===== src/rtl/c1908_bist_pkg.sv =====
// Shared constants and types for the c1908 built-in self-test blocks.
// Holds the FSM state encoding, c1908 port widths, default MISR polynomial
// and seed, and the order in which c1908 outputs are packed into a response
// vector (index 0 = LSB).
package c1908_bist_pkg;

    localparam int unsigned C1908_OUT_W = 25;
    localparam int unsigned C1908_IN_W  = 33;

    localparam logic [31:0] DEFAULT_POLY = 32'h04C11DB7;
    localparam logic [31:0] DEFAULT_SEED = 32'h0000_0000;

    // Response-compactor FSM states
    typedef logic [1:0] state_t;
    localparam state_t StIdle    = 2'd0;
    localparam state_t StSettle  = 2'd1;
    localparam state_t StCapture = 2'd2;
    localparam state_t StDone    = 2'd3;

    // c1908 output net numbers in packing order: entry i lands on resp_in[i]
    localparam int unsigned C1908_OUT_NUM [C1908_OUT_W] = '{
        2753, 2754, 2755, 2756, 2762, 2767, 2768, 2779, 2780, 2781,
        2782, 2783, 2784, 2785, 2786, 2787, 2811, 2886, 2887, 2888,
        2889, 2890, 2891, 2892, 2899
    };

    // Bit position of output net PNN<num> in the packed vector, -1 if absent
    function automatic int out_bit_index(int unsigned num);
        int idx;
        idx = -1;
        for (int i = 0; i < int'(C1908_OUT_W); i++) begin
            if (C1908_OUT_NUM[i] == num) begin
                idx = i;
            end
        end
        return idx;
    endfunction

endpackage


===== src/rtl/c1908_resp_misr_if.sv =====
// Control/response bundle between a c1908 test driver and the response MISR.
// master: drives start, num_vectors, resp_valid, resp_in, golden_sig and
//         observes sig_out, vec_count, busy, done, pass.
// slave:  the MISR side (directions reversed).
interface c1908_resp_misr_if #(
    parameter int unsigned WIDTH = 25,
    parameter int unsigned SIG_W = 32
);
    logic             start;
    logic [15:0]      num_vectors;
    logic             resp_valid;
    logic [WIDTH-1:0] resp_in;
    logic [SIG_W-1:0] golden_sig;
    logic [SIG_W-1:0] sig_out;
    logic [15:0]      vec_count;
    logic             busy;
    logic             done;
    logic             pass;

    modport master (
        output start, num_vectors, resp_valid, resp_in, golden_sig,
        input  sig_out, vec_count, busy, done, pass
    );

    modport slave (
        input  start, num_vectors, resp_valid, resp_in, golden_sig,
        output sig_out, vec_count, busy, done, pass
    );
endinterface


===== src/rtl/c1908_resp_misr_misr_core.sv =====
// Multiple-input signature register.
// Ports:
//   clk, reset_n  rising-edge clock, synchronous active-low reset (-> RST_VAL)
//   load/load_val synchronous load of the signature (priority over en)
//   en, din       compact one DIN_W-bit vector (zero-extended to SIG_W)
//   sig           current signature
//   step          value sig would take if en were applied this cycle
module misr_core #(
    parameter int unsigned      SIG_W   = 32,
    parameter int unsigned      DIN_W   = 25,
    parameter logic [SIG_W-1:0] POLY    = 32'h04C11DB7,
    parameter logic [SIG_W-1:0] RST_VAL = '0
) (
    input  logic             clk,
    input  logic             reset_n,
    input  logic             load,
    input  logic [SIG_W-1:0] load_val,
    input  logic             en,
    input  logic [DIN_W-1:0] din,
    output logic [SIG_W-1:0] sig,
    output logic [SIG_W-1:0] step
);

    logic [SIG_W-1:0] sig_q, sig_d;
    logic [SIG_W-1:0] din_ext;
    logic [SIG_W-1:0] feedback;

    // Upper signature bits see only shift and feedback
    always_comb begin
        din_ext = '0;
        din_ext[DIN_W-1:0] = din;
    end

    always_comb begin
        feedback = sig_q[SIG_W-1] ? POLY : '0;
        step     = {sig_q[SIG_W-2:0], 1'b0} ^ feedback ^ din_ext;
    end

    always_comb begin
        sig_d = sig_q;
        if (load) begin
            sig_d = load_val;
        end else if (en) begin
            sig_d = step;
        end
    end

    always_ff @(posedge clk) begin
        if (!reset_n) begin
            sig_q <= RST_VAL;
        end else begin
            sig_q <= sig_d;
        end
    end

    assign sig = sig_q;

endmodule


===== src/rtl/c1908_resp_misr.sv =====
// Response compactor for the c1908 benchmark wrapper.
// After a start pulse it discards LATENCY cycles, then folds num_vectors
// valid response vectors into a MISR and compares the final signature
// against golden_sig.
// Ports:
//   clk, reset_n  rising-edge clock, synchronous active-low reset
//   bus (slave)   start/num_vectors/resp_valid/resp_in/golden_sig in,
//                 sig_out/vec_count/busy/done/pass out
module c1908_resp_misr
    import c1908_bist_pkg::*;
#(
    parameter int unsigned      WIDTH   = C1908_OUT_W,
    parameter int unsigned      SIG_W   = 32,
    parameter logic [SIG_W-1:0] POLY    = SIG_W'(DEFAULT_POLY),
    parameter logic [SIG_W-1:0] SEED    = SIG_W'(DEFAULT_SEED),
    parameter int unsigned      LATENCY = 2
) (
    input logic               clk,
    input logic               reset_n,
    c1908_resp_misr_if.slave  bus
);

    localparam int unsigned CNT_W = (LATENCY > 1) ? $clog2(LATENCY) : 1;

    state_t           state_q, state_d;
    logic [15:0]      target_q, target_d;
    logic [15:0]      count_q, count_d;
    logic [CNT_W-1:0] settle_q, settle_d;
    logic             pass_q, pass_d;

    logic             misr_load;
    logic             misr_en;
    logic [SIG_W-1:0] sig;
    logic [SIG_W-1:0] step;

    misr_core #(
        .SIG_W   (SIG_W),
        .DIN_W   (WIDTH),
        .POLY    (POLY),
        .RST_VAL (SEED)
    ) u_misr (
        .clk      (clk),
        .reset_n  (reset_n),
        .load     (misr_load),
        .load_val (SEED),
        .en       (misr_en),
        .din      (bus.resp_in),
        .sig      (sig),
        .step     (step)
    );

    always_comb begin
        state_d   = state_q;
        target_d  = target_q;
        count_d   = count_q;
        settle_d  = settle_q;
        pass_d    = pass_q;
        misr_load = 1'b0;
        misr_en   = 1'b0;

        unique case (state_q)
            // DONE restarts exactly like IDLE
            StIdle, StDone: begin
                if (bus.start) begin
                    target_d  = bus.num_vectors;
                    count_d   = '0;
                    settle_d  = '0;
                    pass_d    = 1'b0;
                    misr_load = 1'b1;
                    if (bus.num_vectors == 16'd0) begin
                        // Empty run: signature is the seed itself
                        state_d = StDone;
                        pass_d  = (SEED == bus.golden_sig);
                    end else if (LATENCY > 0) begin
                        state_d = StSettle;
                    end else begin
                        state_d = StCapture;
                    end
                end
            end
            StSettle: begin
                settle_d = settle_q + 1'b1;
                if (settle_q == CNT_W'(LATENCY - 1)) begin
                    settle_d = '0;
                    state_d  = StCapture;
                end
            end
            StCapture: begin
                if (bus.resp_valid) begin
                    misr_en = 1'b1;
                    count_d = count_q + 16'd1;
                    if (count_d == target_q) begin
                        state_d = StDone;
                        pass_d  = (step == bus.golden_sig);
                    end
                end
            end
            default: begin
                state_d = StIdle;
            end
        endcase
    end

    always_ff @(posedge clk) begin
        if (!reset_n) begin
            state_q  <= StIdle;
            target_q <= '0;
            count_q  <= '0;
            settle_q <= '0;
            pass_q   <= 1'b0;
        end else begin
            state_q  <= state_d;
            target_q <= target_d;
            count_q  <= count_d;
            settle_q <= settle_d;
            pass_q   <= pass_d;
        end
    end

    assign bus.sig_out   = sig;
    assign bus.vec_count = count_q;
    assign bus.busy      = (state_q == StSettle) || (state_q == StCapture);
    assign bus.done      = (state_q == StDone);
    assign bus.pass      = pass_q;

endmodule


===== src/flat_wrapper.sv =====
// flat-port wrapper written by rule: the top's interface ports become plain ports
module c1908_resp_misr_flat import c1908_bist_pkg::*;
#(
    parameter int unsigned      WIDTH   = C1908_OUT_W,
    parameter int unsigned      SIG_W   = 32,
    parameter logic [SIG_W-1:0] POLY    = SIG_W'(DEFAULT_POLY),
    parameter logic [SIG_W-1:0] SEED    = SIG_W'(DEFAULT_SEED),
    parameter int unsigned      LATENCY = 2
)
  (clk, reset_n, bus_start, bus_num_vectors, bus_resp_valid, bus_resp_in, bus_golden_sig, bus_sig_out, bus_vec_count, bus_busy, bus_done, bus_pass);
  c1908_resp_misr_if #(.WIDTH(WIDTH), .SIG_W(SIG_W)) bus_i ();
  input logic clk;
  input logic reset_n;
  input wire logic [$bits(bus_i.start)-1:0] bus_start;
  input wire logic [$bits(bus_i.num_vectors)-1:0] bus_num_vectors;
  input wire logic [$bits(bus_i.resp_valid)-1:0] bus_resp_valid;
  input wire logic [$bits(bus_i.resp_in)-1:0] bus_resp_in;
  input wire logic [$bits(bus_i.golden_sig)-1:0] bus_golden_sig;
  output wire logic [$bits(bus_i.sig_out)-1:0] bus_sig_out;
  output wire logic [$bits(bus_i.vec_count)-1:0] bus_vec_count;
  output wire logic [$bits(bus_i.busy)-1:0] bus_busy;
  output wire logic [$bits(bus_i.done)-1:0] bus_done;
  output wire logic [$bits(bus_i.pass)-1:0] bus_pass;
  assign bus_i.start = bus_start;
  assign bus_i.num_vectors = bus_num_vectors;
  assign bus_i.resp_valid = bus_resp_valid;
  assign bus_i.resp_in = bus_resp_in;
  assign bus_i.golden_sig = bus_golden_sig;
  assign bus_sig_out = bus_i.sig_out;
  assign bus_vec_count = bus_i.vec_count;
  assign bus_busy = bus_i.busy;
  assign bus_done = bus_i.done;
  assign bus_pass = bus_i.pass;
  c1908_resp_misr #(.WIDTH(WIDTH), .SIG_W(SIG_W), .POLY(POLY), .SEED(SEED), .LATENCY(LATENCY)) u_core (.clk(clk), .reset_n(reset_n), .bus(bus_i));
endmodule

===== config.mk =====
export PLATFORM = sky130hd
export DESIGN_NAME = c1908_resp_misr_flat
export DESIGN_NICKNAME = d
export VERILOG_FILES = /design/src/rtl/c1908_bist_pkg.sv /design/src/rtl/c1908_resp_misr_if.sv /design/src/rtl/c1908_resp_misr_misr_core.sv /design/src/rtl/c1908_resp_misr.sv /design/src/flat_wrapper.sv
export SDC_FILE = /design/constraint.sdc
export NUM_CORES = 1
export LEC_CHECK = 0
export BUFFER_PORTS_ARGS = -buffer_cell sky130_fd_sc_hd__buf_4
export CORE_UTILIZATION = 50
export DETAILED_ROUTE_END_ITERATION = 10
export GPL_ROUTABILITY_DRIVEN = 0
export GPL_TIMING_DRIVEN = 0
export PLACE_DENSITY = 0.86
export SYNTH_ARGS = -nofsm -noshare
export SYNTH_HDL_FRONTEND = slang
export SYNTH_SLANG_ARGS = --single-unit
export TNS_END_PERCENT = 10

===== constraint.sdc =====
create_clock -name clk -period 3.4 [get_ports clk]
set_clock_uncertainty 0.15 [all_clocks]
set_input_delay 0 -clock clk [delete_from_list [all_inputs] [get_ports clk]]
set_output_delay 0 -clock clk [all_outputs]
set_load 0.05 [all_outputs]

Word level (Yosys, flattened, before mapping)
Cells that the tools add are included.
{"block": "classes", "add_sub_neg": 2, "eq_ne": 9, "muxes": 22, "bitwise_logic": 3, "n_reduce_logical": 13}
{"operator": "$eq A32 B32 Y1", "n": 1}
{"operator": "$logic_not A32 Y1", "n": 1}
{"operator": "$mux W16", "n": 2}
{"operator": "$pmux W16 S2", "n": 1}
{"operator": "$xor A32 B25 Y32", "n": 1}
{"operator": "$xor A32 B32 Y32", "n": 1}
{"operator": "$mux W27", "n": 1}
{"operator": "$add A16 B1 Y16 const B", "n": 1}
{"operator": "$eq A16 B16 Y1", "n": 1}
{"operator": "$logic_not A16 Y1", "n": 1}
{"operator": "$mux W1", "n": 10}
{"operator": "$mux W2", "n": 5}
{"operator": "$reduce_and A4 Y1", "n": 2}
{"operator": "$pmux W2 S3", "n": 1}
{"operator": "$eq A2 B2 Y1 const B", "n": 2}
{"operator": "$ne A2 B1 Y1 const B", "n": 2}
{"operator": "$ne A2 B2 Y1 const B", "n": 2}
{"operator": "$pmux W1 S2", "n": 2}
{"operator": "$reduce_and A2 Y1", "n": 2}
{"operator": "$reduce_bool A2 Y1", "n": 2}
{"operator": "$reduce_or A2 Y1", "n": 2}
{"operator": "$reduce_and A3 Y1", "n": 1}
{"operator": "$eq A2 B1 Y1 const B", "n": 1}
{"operator": "$logic_not A2 Y1", "n": 1}
{"operator": "other kinds (3)", "n": 3}
{"block": "word_totals", "reg_bits": 68, "in_bits": 77, "out_inout_bits": 51, "wordCells": 55}

Logic depth before layout (Yosys ltp)
Gate-level depths: netlist of run 1.
{"block": "logic_depth", "ltp_word": 7, "ltp_mapped": 10, "depth_no_buf": 9}

Modules after synthesis
From an unflattened synthesis of run 1, not the netlist that was laid out.
{"block": "hier_totals", "cells_unflattened": 508, "hier_area_um2": 4499.3}
{"module": "c1908_resp_misr", "n_inst": 1, "cells_per_inst": 333, "area_per_inst_um2": 2631.3, "seq_area_each_um2": 720.7}
{"module": "misr_core", "n_inst": 1, "cells_per_inst": 175, "area_per_inst_um2": 1868.0, "seq_area_each_um2": 640.6}

Least setup slack after synthesis of run 1
No wires, ideal clock.
{"block": "synth_timing", "kind": "flip-flop to flip-flop", "start": "register u_core.count_q[0] (netlist: u_core.bus.vec_count[0])", "end": "register u_core.state_q[1]", "setup_ns": 0.119, "arrival_time_ns": 2.664, "t_required_ns": 3.131, "path_slack_ns": 0.467, "path_stages_with_launch": 9, "n_path_buf": 0, "synth_period_minus_slack_ns": 2.933, "path_cell_list": "dfxtp_1 -> ha_1 -> nand3_2 -> or4_4 -> or3b_1 -> o211ai_2 -> nand4_1 -> and2_1 -> o221a_1"}
{"block": "synth_via", "elab_chain_cells": 4}
{"item": "from (decl)", "line": "c1908_resp_misr.sv:27", "rtl": "logic [15:0] count_q, count_d;"}
{"item": "from (signal assigned)", "line": "c1908_resp_misr.sv:114", "rtl": "count_q <= count_d;"}
{"item": "$add A16 B1 Y16", "line": "c1908_resp_misr.sv:91", "rtl": "count_d = count_q + 16'd1;"}
{"item": "$eq A16 B16 Y1", "line": "c1908_resp_misr.sv:92", "rtl": "if (count_d == target_q) begin"}
{"item": "$ne A2 B1 Y1 (no source line)"}
{"item": "$reduce_and A4 Y1 (no source line)"}
{"item": "to (signal assigned)", "line": "c1908_resp_misr.sv:106", "rtl": "state_q <= StIdle;"}
{"item": "to (signal assigned)", "line": "c1908_resp_misr.sv:112", "rtl": "state_q <= state_d;"}
{"item": "to (decl)", "line": "c1908_resp_misr.sv:25", "rtl": "state_t state_q, state_d;"}
Every way passes these cells.
A chain may end at the register's enable or synchronous reset.

Worst setup path after layout of run 1
{"block": "layout_timing", "start": "register u_core.count_q[0] (netlist: u_core.bus.vec_count[0])", "end": "register u_core.state_q[0]"}
The elaborated chain is that of the path after synthesis.

==> results of run 1 <==
## report_power, final
| group | switching (mW) | total [mW] | internal [mW] |
|---|---|---|---|
| combinational | 0.826 | 1.32 | 0.494 |
| sequential | 0.104 | 0.999 | 0.895 |
| clock | 0.319 | 0.805 | 0.486 |
## worst min-delay path, cell delays in order
cell and delay (ns):
buf_4 0.09, xor2_1 0.06, xnor2_1 0.15, nor2_1 0.09, a21oi_1 0.04, nor2_1 0.07
## per-stage QoR
stage                     hold slack [ns]  area (µm²)  util, %  power, mW  worst slack, ns
after floorplan                   -0.0140        4080        -       1.85            0.467
after global placement              0.107        5160     66.1       2.20            0.395
after detailed placement            0.117        5160     66.1       2.25            0.341
after CTS                          0.0279        5780     74.0       3.09            0.325
after global routing               0.0622        5780     74.0       3.27           0.0612
final                              0.0358        5780     74.0       3.12            0.280
## flip-flops by register name, summed over array words and instances (netlist names)
name,flops
u_core.state_q,2
u_core.u_misr.sig,32
u_core.target_q,16
u_core.bus.vec_count,16
u_core.settle_q,1
u_core.bus.pass,1
## what timing repair did
item,4_1_cts,5_1_grt
hold buffers,39,0
endpoints found under the hold margin,40,0
setup endpoints to repair,0,0
resized for setup,0,0
## cells in the final DEF, fill, tap and decap left out, types with 3 or more instances in the layout
master,count
buf_1,4
clkbuf_8,9
a311oi_1,4
xor2_1,35
and2_1,3
nor2_1,57
nand4_1,11
dfxtp_1,68
buf_4,133
clkbuf_1,18
a211oi_1,14
nor3_1,13
inv_1,8
nand2_1,75
o21ai_0,14
dlygate4sd3_1,39
nor4_1,18
bufinv_16,3
ha_1,5
buf_6,4
a22oi_1,3
nand3_1,8
a21oi_1,49
xnor2_1,53
nand2b_1,4
## worst max path at each step
stage / from / endpoint / slack [ns] / depth (start not counted)
2_1_floorplan: u_core.bus.vec_count[0] / u_core.state_q[1] / 0.47 / 8
3_3_place_gp: u_core.bus.vec_count[0] / u_core.state_q[1] / 0.39 / 9
3_5_place_dp: u_core.bus.vec_count[0] / u_core.state_q[1] / 0.34 / 9
4_1_cts: u_core.bus.vec_count[0] / u_core.state_q[0] / 0.33 / 9
5_1_grt: u_core.bus.vec_count[0] / u_core.state_q[0] / 0.06 / 9
6_report: u_core.bus.vec_count[0] / u_core.state_q[0] / 0.28 / 9
## layer usage
| metal | vias to the layer above | wire (µm) | GRT usage [%] |
|---|---|---|---|
| met2 | 331 | 6850 | 57.2 |
| li1 | 2113 | - | - |
| met3 | 74 | 1410 | 9.20 |
| met4 | 0 | 735 | 20.1 |
| met1 | 2187 | 4880 | 36.7 |
| met5 | - | 0 | 0 |
## area by class of cell
type	count	area, µm²	area share (%)
plain buffers	32	185	3.20
clock buffers	11	131	2.27
clock inverters	5	100	1.73
inverters	9	33.8	0.584
multi-input cells	402	2500	43.2
flip-flops and latches	68	1360	23.5
well taps	102	128	2.21
repair buffers	166	1340	23.2
## cells by family after synthesis
logic type               Yosys count  synth area share, %
AO/OA/AOI/OAI                     99                 15.3
XOR/XNOR                          88                 18.9
adder cells (fa/ha/maj)            5                 1.53
buffers and inverters             41                 5.37
flip-flops                        68                 33.4
multiplexers                       3                0.798
AND/OR/NAND/NOR                  207                 24.7
==> impl_metrics.csv, run 1 <==
group,metric,value,unit
outcome,status,"finished clean",
floorplan,fp-row-count,32,
timing,finalSetupTns,0,ns
synthesis,synth.distinct_cells,54,
setup_path,required,3.53,ns
placement,dp.cells,740,
global_routing,grt-ovfl-total,0,
timing,slew_headroom,48.2,%
pwr,p_leak,2.34,nW
pwr,powerDensity,540,nW/µm²
layout,fin_nets,770,
min_path,holdCritStartpoint,"bus_resp_in[12]",
synthesis,async_reset_ff_share,0,%
placement,portBuffers,127,
drt,avgViaCountPerCell,5.92,
layout,area_delta_synth_final,41.8,%
drt,antenna_left,0,
drt,remaining_drc_errors,0,
drt,vias,4705,
floorplan,core,7810,µm²
setup_path,end_kind,"register",
synthesis,synth_edf_count,0,
setup_path,regToRegSetupSlack,0.28,ns
cts,post-cts-setup-buffers,0,
layout,antenna_cells,0,
cts,cts_root_buf,"clkbuf_8",
setup_path,crit_type,"register to register",
synthesis,syn_inst,511,
setup_path,r2r_start,"u_core.bus.vec_count[0]",
setup_path,start_kind,"register",
timing,period_minus_slack,3.12,ns
synthesis,synth_top_area_share,33.4,%
setup_path,path_cells,"ha_1 -> nand3_2 -> clkbuf_1 -> o21ai_0 -> o311ai_2 -> a2111oi_2 -> nand4_1 -> a21oi_2 -> mux2i_1",
setup_path,critical_path_arrival,3.25,ns
timing,finalSetupViolations,0,
placement,dp_hpwl,10100,µm
synthesis,yosysWarningCount,0,
setup_path,critPathTopFamily,"compound AO/OA/AOI/OAI gates",
setup_path,crit_buf_inv,1,
cts,cts_buffers,9,
global_routing,grt_max_degree,12,
floorplan,die_height,92.3,µm
global_routing,track_usage,33.4,%
layout,num-fill-cells,508,
pwr,peakVddDrop,0.277,mV
synthesis,synth.net_count,593,
timing,grt_setup_unrepaired,"false",
cts,h-tree-depth,3,
floorplan,die_w,92.3,µm
timing,hold_viol_final,0,
synthesis,yosysMostFrequentCell,"nand2_1",
setup_path,critical-path-max-stage-delay,0.50,ns
cts,tritoncts,"built",
cts,clkSinkCount,68,
setup_path,r2r-end,"u_core.state_q[0]",
synthesis,yosys-top-cells-count,"75 x nand2_1, 68 x dfxtp_1, 57 x nor2_1, 53 x xnor2_1, 49 x a21oi_1",
min_path,timing.hold.worst.class,"input port to register",
drt,routed_wl,13900,µm
synthesis,avgSynthCellArea,7.98,µm²
synthesis,synth_top_area_cell,"dfxtp_1",
global_routing,grt_pass1_wl,22200,µm
timing,finalCritPeriodShare,91.8,%
setup_path,cp_slowest_cell,"a2111oi_2",
drt,wl_per_cell,17.5,µm
setup_path,reg2reg_depth,9,
floorplan,io_pins,128,
min_path,holdPathStages,6,
synthesis,ys_seq_elements,68,
layout,finalNonFillerCells,795,
layout,drive_above_1_share,24.4,%
timing,fmax,321,MHz
drt,drt_first_pass_iters,5,
synthesis,yosysSeqAreaShare,33.4,%
cts,ctsLongestPathBuffers,2,
cts,clock_latency,0.35,ns
global_routing,antenna_found_initial,0,
floorplan,die_area,8520,µm²
min_path,hold_end,"u_core.u_misr.sig[12]",
synthesis,synth_area_leaders,"dfxtp_1 33%, xnor2_1 11%, xor2_1 7.5%, nand2_1 6.9%, a21oi_1 6.0%",
cts,path_clk_slew,0.08,ns
synthesis,synth-main-ff-cell,"dfxtp_1",
job,cap_viol_max_count,0,
floorplan,start_util,52.2,%
global_routing,grt_pass1_vias,4609,
setup_path,cp_max_fo,10,
timing,tightestPinTransition,0.772,ns
drt,drtIter0Drc,399,
timing,slew_viol_final,0,
synthesis,syn_area,4080,µm²
Note: power is estimated with default switching activity, not from simulation.
==> inputs of run 2 (changes only) <==
--- a/config.mk
+++ b/config.mk
@@ -11,6 +11,7 @@
 export GPL_ROUTABILITY_DRIVEN = 0
 export GPL_TIMING_DRIVEN = 0
 export PLACE_DENSITY = 0.86
+export REMOVE_ABC_BUFFERS = 1
 export SYNTH_ARGS = -nofsm -noshare
 export SYNTH_HDL_FRONTEND = slang
 export SYNTH_SLANG_ARGS = --single-unit
==> run 2 against run 1 <==
Compared with the run above: sequential share of layout area is 1.2 points higher; worst setup slack better by 0.081 ns; combinational power is 8% lower; sequential cell count stayed put; cell count is 4.8% lower; power is 7.0% lower; fmax is 2.7% higher; register-to-register slack better by 0.08 ns; first-iteration DRC count is 51% lower; global-route usage is 4.3 points lower; critical endpoint is now u_core.bus.pass; largest power group unchanged.
==> impl_metrics.csv, run 2 (same netlist as run 1, synthesis figures left out) <==
group,metric,value,unit
floorplan,io_pins,128,
pwr,powerDensity,527,nW/µm²
timing,period_minus_slack,3.04,ns
drt,routed_wl,12300,µm
timing,fin_ws,0.361,ns
pwr,peakVddDrop,0.273,mV
pwr,netSwitchingPower,1.19,mW
placement,portBuffers,127,
floorplan,core,7810,µm²
timing,fmax,329,MHz
placement,placed_cell_area,4970,µm²
cts,cts_buffers,9,
timing,finalSetupViolations,0,
floorplan,start_util,52.2,%
drt,antenna_left,0,
drt,drtIter0Drc,194,
layout,area_delta_synth_final,35.1,%
global_routing,track_usage,29.1,%
pwr,p_seq_share,34.1,%
cts,tritoncts,"built",
global_routing,grt_max_degree,41,
setup_path,critical_path_arrival,3.12,ns
layout,post-route-util,70.6,%
cts,clock_latency,0.35,ns
setup_path,cp_max_fo,14,
cts,clkSinkCount,68,
min_path,timing.hold.worst.class,"input port to register",
timing,grt_setup_unrepaired,"false",
setup_path,crit_type,"register to register",
cts,cts_root_buf,"clkbuf_8",
layout,fin_area,5510,µm²
layout,final_cell_mix,"127 x buf_4, 75 x nand2_1, 68 x dfxtp_1",
layout,regArea,1360,µm²
global_routing,grt_pass1_wl,19500,µm
layout,largest_reg_flops,32,
floorplan,die_area,8520,µm²
layout,antenna_cells,0,
timing,tightestPinTransition,1.26,ns
layout,final_common_cell,"buf_4",
pwr,power,2.90,mW
setup_path,start_kind,"register",
timing,slew_headroom,15.1,%
setup_path,end_kind,"register",
floorplan,die_w,92.3,µm
global_routing,grt_pass1_vias,4144,
drt,avgViaCountPerCell,5.67,
layout,multi_input_area,2500,µm²
pwr,intPower,1.72,mW
floorplan,die_height,92.3,µm
drt,remaining_drc_errors,0,
timing,hold_viol_final,0,
cts,ctsLongestPathBuffers,2,
setup_path,required,3.49,ns
timing,slew_viol_final,0,
pwr,pwr-share-clk,24.0,%
cts,path_clk_slew,0.08,ns
floorplan,fp-row-count,32,
global_routing,antenna_found_initial,0,
layout,drive_above_1_share,24.4,%
timing,whs,0.00215,ns
drt,vias,4289,
drt,drt_first_pass_iters,5,
cts,post-cts-setup-buffers,0,
pwr,p_leak,2.20,nW
pwr,combPwrFrac,41.9,%
timing,finalCritPeriodShare,89.4,%
placement,post-place-ws,-0.247,ns
drt,wl_per_cell,16.2,µm
setup_path,path_cells,"nand4_4 -> or3_2 -> xnor2_1 -> a2111oi_2 -> a41o_1 -> a21oi_1 -> a311oi_1",
setup_path,cp_slowest_cell,"or3_2",
placement,dp_hpwl,8570,µm
outcome,status,"finished clean",
setup_path,critical-path-max-stage-delay,0.61,ns
global_routing,grt-ovfl-total,0,
pwr,p_sw_share,40.9,%
cts,h-tree-depth,3,
layout,fin_nets,732,
layout,num-fill-cells,601,
job,cap_viol_max_count,0,
run 2: changes by cell type in the layout (fill, tap and decap cells not counted), moves of 2 or more:
cell | previous run | this run
clkbuf_1 | 18 | 1
buf_4 | 133 | 127
dlygate4sd3_1 | 39 | 33
buf_1 | 4 | 0
buf_6 | 4 | 0
bufinv_16 | 3 | 1
clkbuf_8 | 9 | 11
run 2: final timing paths:
check | cells after the start | from | endpoint | slack (ns)
worst max-delay path | 7 | u_core.bus.vec_count[4] | u_core.bus.pass | 0.36
worst min register to register | 2 | u_core.target_q[4] | u_core.target_q[4] | 0.32
worst max register to register | 7 | u_core.bus.vec_count[4] | u_core.bus.pass | 0.36
worst min-delay path | 5 | bus_resp_in[22] | u_core.u_misr.sig[22] | 0.002
run 2: layer usage:
metal	wire, µm	vias up	GRT usage [%]	share of wire, %
li1	-	2048	-	-
met1	4810	1992	32.9	39
met2	6260	215	52.9	51
met3	899	34	4.68	7.3
met4	332	0	13.5	2.7
met5	0	-	0	0
run 2: cell type report:
class	count	area share, %
repair buffers	160	23.3
well taps	102	2.32
flip-flops and latches	68	24.7
clock inverters	4	0.863
multi-input cells	402	45.4
clock buffers	12	2.82
inverters	9	0.613
run 2: through the flow:
step,cells,setup TNS [ns]
finish,757,0
global route,757,0
CTS,757,0
detailed placement,708,-2.27
global placement,708,-0.381
floorplan,479,0
run 2: power by group through the flow:
stage / Combinational [mW] / Sequential (mW) / Clock, mW
2_1_floorplan: 0.670 / 1.14 / 0
3_3_place_gp: 1.14 / 0.999 / 0
3_5_place_dp: 1.17 / 1.00 / 0
4_1_cts: 1.21 / 0.988 / 0.703
5_1_grt: 1.31 / 1.00 / 0.739
6_report: 1.22 / 0.990 / 0.697
run 2: what timing repair did:
action | in CTS | in global routing
pin swaps | 0 | 0
endpoints found under the hold margin | 34 | 0
setup endpoints to repair | 15 | 4
hold buffers | 33 | 0
resized for setup | 1 | 1
run 2: critical path: cells and delay by family (launching register included):
family	cells	cell delay (ns)
compound gates	4	1.16
simple gates	2	0.90
flops	1	0.53
xor+xnor	1	0.18
==> inputs of run 3 (changes only) <==
--- a/config.mk
+++ b/config.mk
@@ -7,6 +7,7 @@
 export LEC_CHECK = 0
 export BUFFER_PORTS_ARGS = -buffer_cell sky130_fd_sc_hd__buf_4
 export CORE_UTILIZATION = 50
+export CTS_BUF_LIST = sky130_fd_sc_hd__clkbuf_16
 export DETAILED_ROUTE_END_ITERATION = 10
 export GPL_ROUTABILITY_DRIVEN = 0
 export GPL_TIMING_DRIVEN = 0
==> run 3 against run 2 <==
Compared with the run above: global-route usage rose by 0.31 points; via count fell by 0.33%; core utilization rose by 0.91 points; clock power rose by 30%; worst hold slack improved by 0.014 ns; largest cell class unchanged.
==> impl_metrics.csv, run 3 (same netlist as run 1, synthesis figures left out) <==
group,metric,value,unit
global_routing,track_usage,29.4,%
global_routing,gr-usage-met3,5.99,%
floorplan,core,7810,µm²
layout,final_cell_mix,"127 x buf_4, 75 x nand2_1, 68 x dfxtp_1",
global_routing,grt_max_degree,41,
setup_path,regToRegSetupSlack,0.36,ns
drt,drtIter0Drc,198,
setup_path,end_kind,"register",
layout,drive_above_1_share,24.2,%
global_routing,grt_pass1_vias,4159,
setup_path,critical_path_arrival,3.10,ns
cts,h-tree-depth,3,
floorplan,start_util,52.2,%
min_path,holdCritStartpoint,"bus_resp_in[10]",
cts,cts_root_buf,"clkbuf_16",
setup_path,r2r_start,"u_core.bus.vec_count[4]",
setup_path,required,3.46,ns
timing,finalCritPeriodShare,89.4,%
setup_path,crit_buf_inv,0,
timing,fmax,329,MHz
placement,portBuffers,127,
pwr,power,3.12,mW
setup_path,cp_max_fo,14,
floorplan,fp-row-count,32,
timing,tightestPinTransition,1.29,ns
timing,period_minus_slack,3.04,ns
pwr,peakVddDrop,0.334,mV
global_routing,grt_util_met2,53.3,%
cts,ctsLongestPathBuffers,2,
floorplan,die_area,8520,µm²
layout,final_common_cell,"buf_4",
min_path,hold_end,"u_core.u_misr.sig[10]",
cts,clkSinkCount,68,
pwr,p_leak,2.23,nW
cts,path_clk_slew,0.06,ns
floorplan,die_height,92.3,µm
pwr,powerDensity,558,nW/µm²
drt,remaining_drc_errors,0,
layout,largest_reg_flops,32,
global_routing,antenna_found_initial,0,
setup_path,reg2reg_depth,7,
min_path,timing.hold.worst.class,"input port to register",
drt,avgViaCountPerCell,5.65,
outcome,status,"finished clean",
drt,routed_wl,12400,µm
global_routing,use_met1,33.8,%
timing,slew_viol_final,0,
floorplan,die_w,92.3,µm
timing,grt_setup_unrepaired,"false",
setup_path,critPathTopFamily,"compound AO/OA/AOI/OAI gates",
timing,slew_headroom,13.2,%
drt,antenna_left,0,
layout,antenna_cells,0,
cts,cts_buffers,9,
setup_path,crit_type,"register to register",
timing,hold_viol_final,0,
global_routing,grt-ovfl-total,0,
drt,wl_per_cell,16.5,µm
cts,post-cts-setup-buffers,0,
setup_path,path_cells,"nand4_4 -> or3_2 -> xnor2_1 -> a2111oi_2 -> a41o_1 -> a21oi_1 -> a311oi_1",
setup_path,cp_slowest_cell,"or3_2",
cts,clock_latency,0.33,ns
timing,finalSetupTns,0,ns
global_routing,gr-max-usage-layer,"met2",
global_routing,grt_pass1_wl,19700,µm
min_path,holdPathStages,5,
setup_path,critical-path-max-stage-delay,0.61,ns
setup_path,start_kind,"register",
layout,fin_nets,731,
timing,finalSetupViolations,0,
placement,dp_hpwl,8570,µm
job,cap_viol_max_count,0,
drt,vias,4275,
cts,tritoncts,"built",
setup_path,r2r-end,"u_core.bus.pass",
timing,whs,0.0160,ns
floorplan,io_pins,128,
layout,area_delta_synth_final,36.9,%
drt,drt_first_pass_iters,5,
run 3: final cells by class:
| class | count | area (µm²) |
|---|---|---|
| clock buffer | 9 | 225 |
| clock inverter | 7 | 58.8 |
| fill | 600 | 2230 |
| inverter | 9 | 33.8 |
| multi-input combinational | 402 | 2500 |
| sequential | 68 | 1360 |
| tap | 102 | 128 |
| timing repair buffer | 159 | 1270 |
run 3: worst max path at each step:
stage / startpoint / end / cells past startpoint
3_3_place_gp: u_core.state_q[0] / u_core.bus.vec_count[5] / 8
3_5_place_dp: u_core.state_q[0] / u_core.bus.vec_count[13] / 8
6_report: u_core.bus.vec_count[4] / u_core.bus.pass / 7
2_1_floorplan: u_core.bus.vec_count[0] / u_core.bus.pass / 8
5_1_grt: u_core.state_q[0] / u_core.bus.vec_count[7] / 7
4_1_cts: u_core.state_q[0] / u_core.bus.vec_count[10] / 8
run 3: worst reg2reg max path, delay by kind of cell (launching register included):
| family | cells | cell delay [ns] |
|---|---|---|
| compound gates | 4 | 1.15 |
| simple gates | 2 | 0.91 |
| flops | 1 | 0.53 |
| xor+xnor | 1 | 0.18 |
run 3: per-stage QoR:
| step | instance area [µm²] | instances | setup WS [ns] | utilization (%) |
|---|---|---|---|---|
| 5_1_grt | 5580 | 756 | 0.190 | 71.5 |
| 6_report | 5580 | 756 | 0.361 | 71.5 |
| 3_5_place_dp | 4970 | 708 | -0.247 | 63.7 |
| 3_3_place_gp | 4970 | 708 | -0.0837 | 63.7 |
| 4_1_cts | 5580 | 756 | 0.178 | 71.5 |
| 2_1_floorplan | 3890 | 479 | 0.310 | - |
run 3: power breakdown:
group          total (mW)  internal, mW  leakage, nW  switching, mW
Sequential          0.993         0.896        0.552         0.0963
Clock               0.907         0.557        0.141          0.350
Combinational        1.22         0.445         1.54          0.772
Total                3.12          1.90         2.23           1.22
run 3: repair_timing:
action / 4_1_cts / 5_1_grt
gates resized for setup: 1 / 1
hold endpoints to repair: 33 / 0
endpoints found under the setup margin: 16 / 4
hold buffers: 32 / 0
run 3: layer usage:
layer | wire [µm] | vias to the layer above
met1 | 4890 | 1991
met4 | 295 | 0
li1 | - | 2045
met2 | 6330 | 212
met5 | 0 | -
met3 | 926 | 27
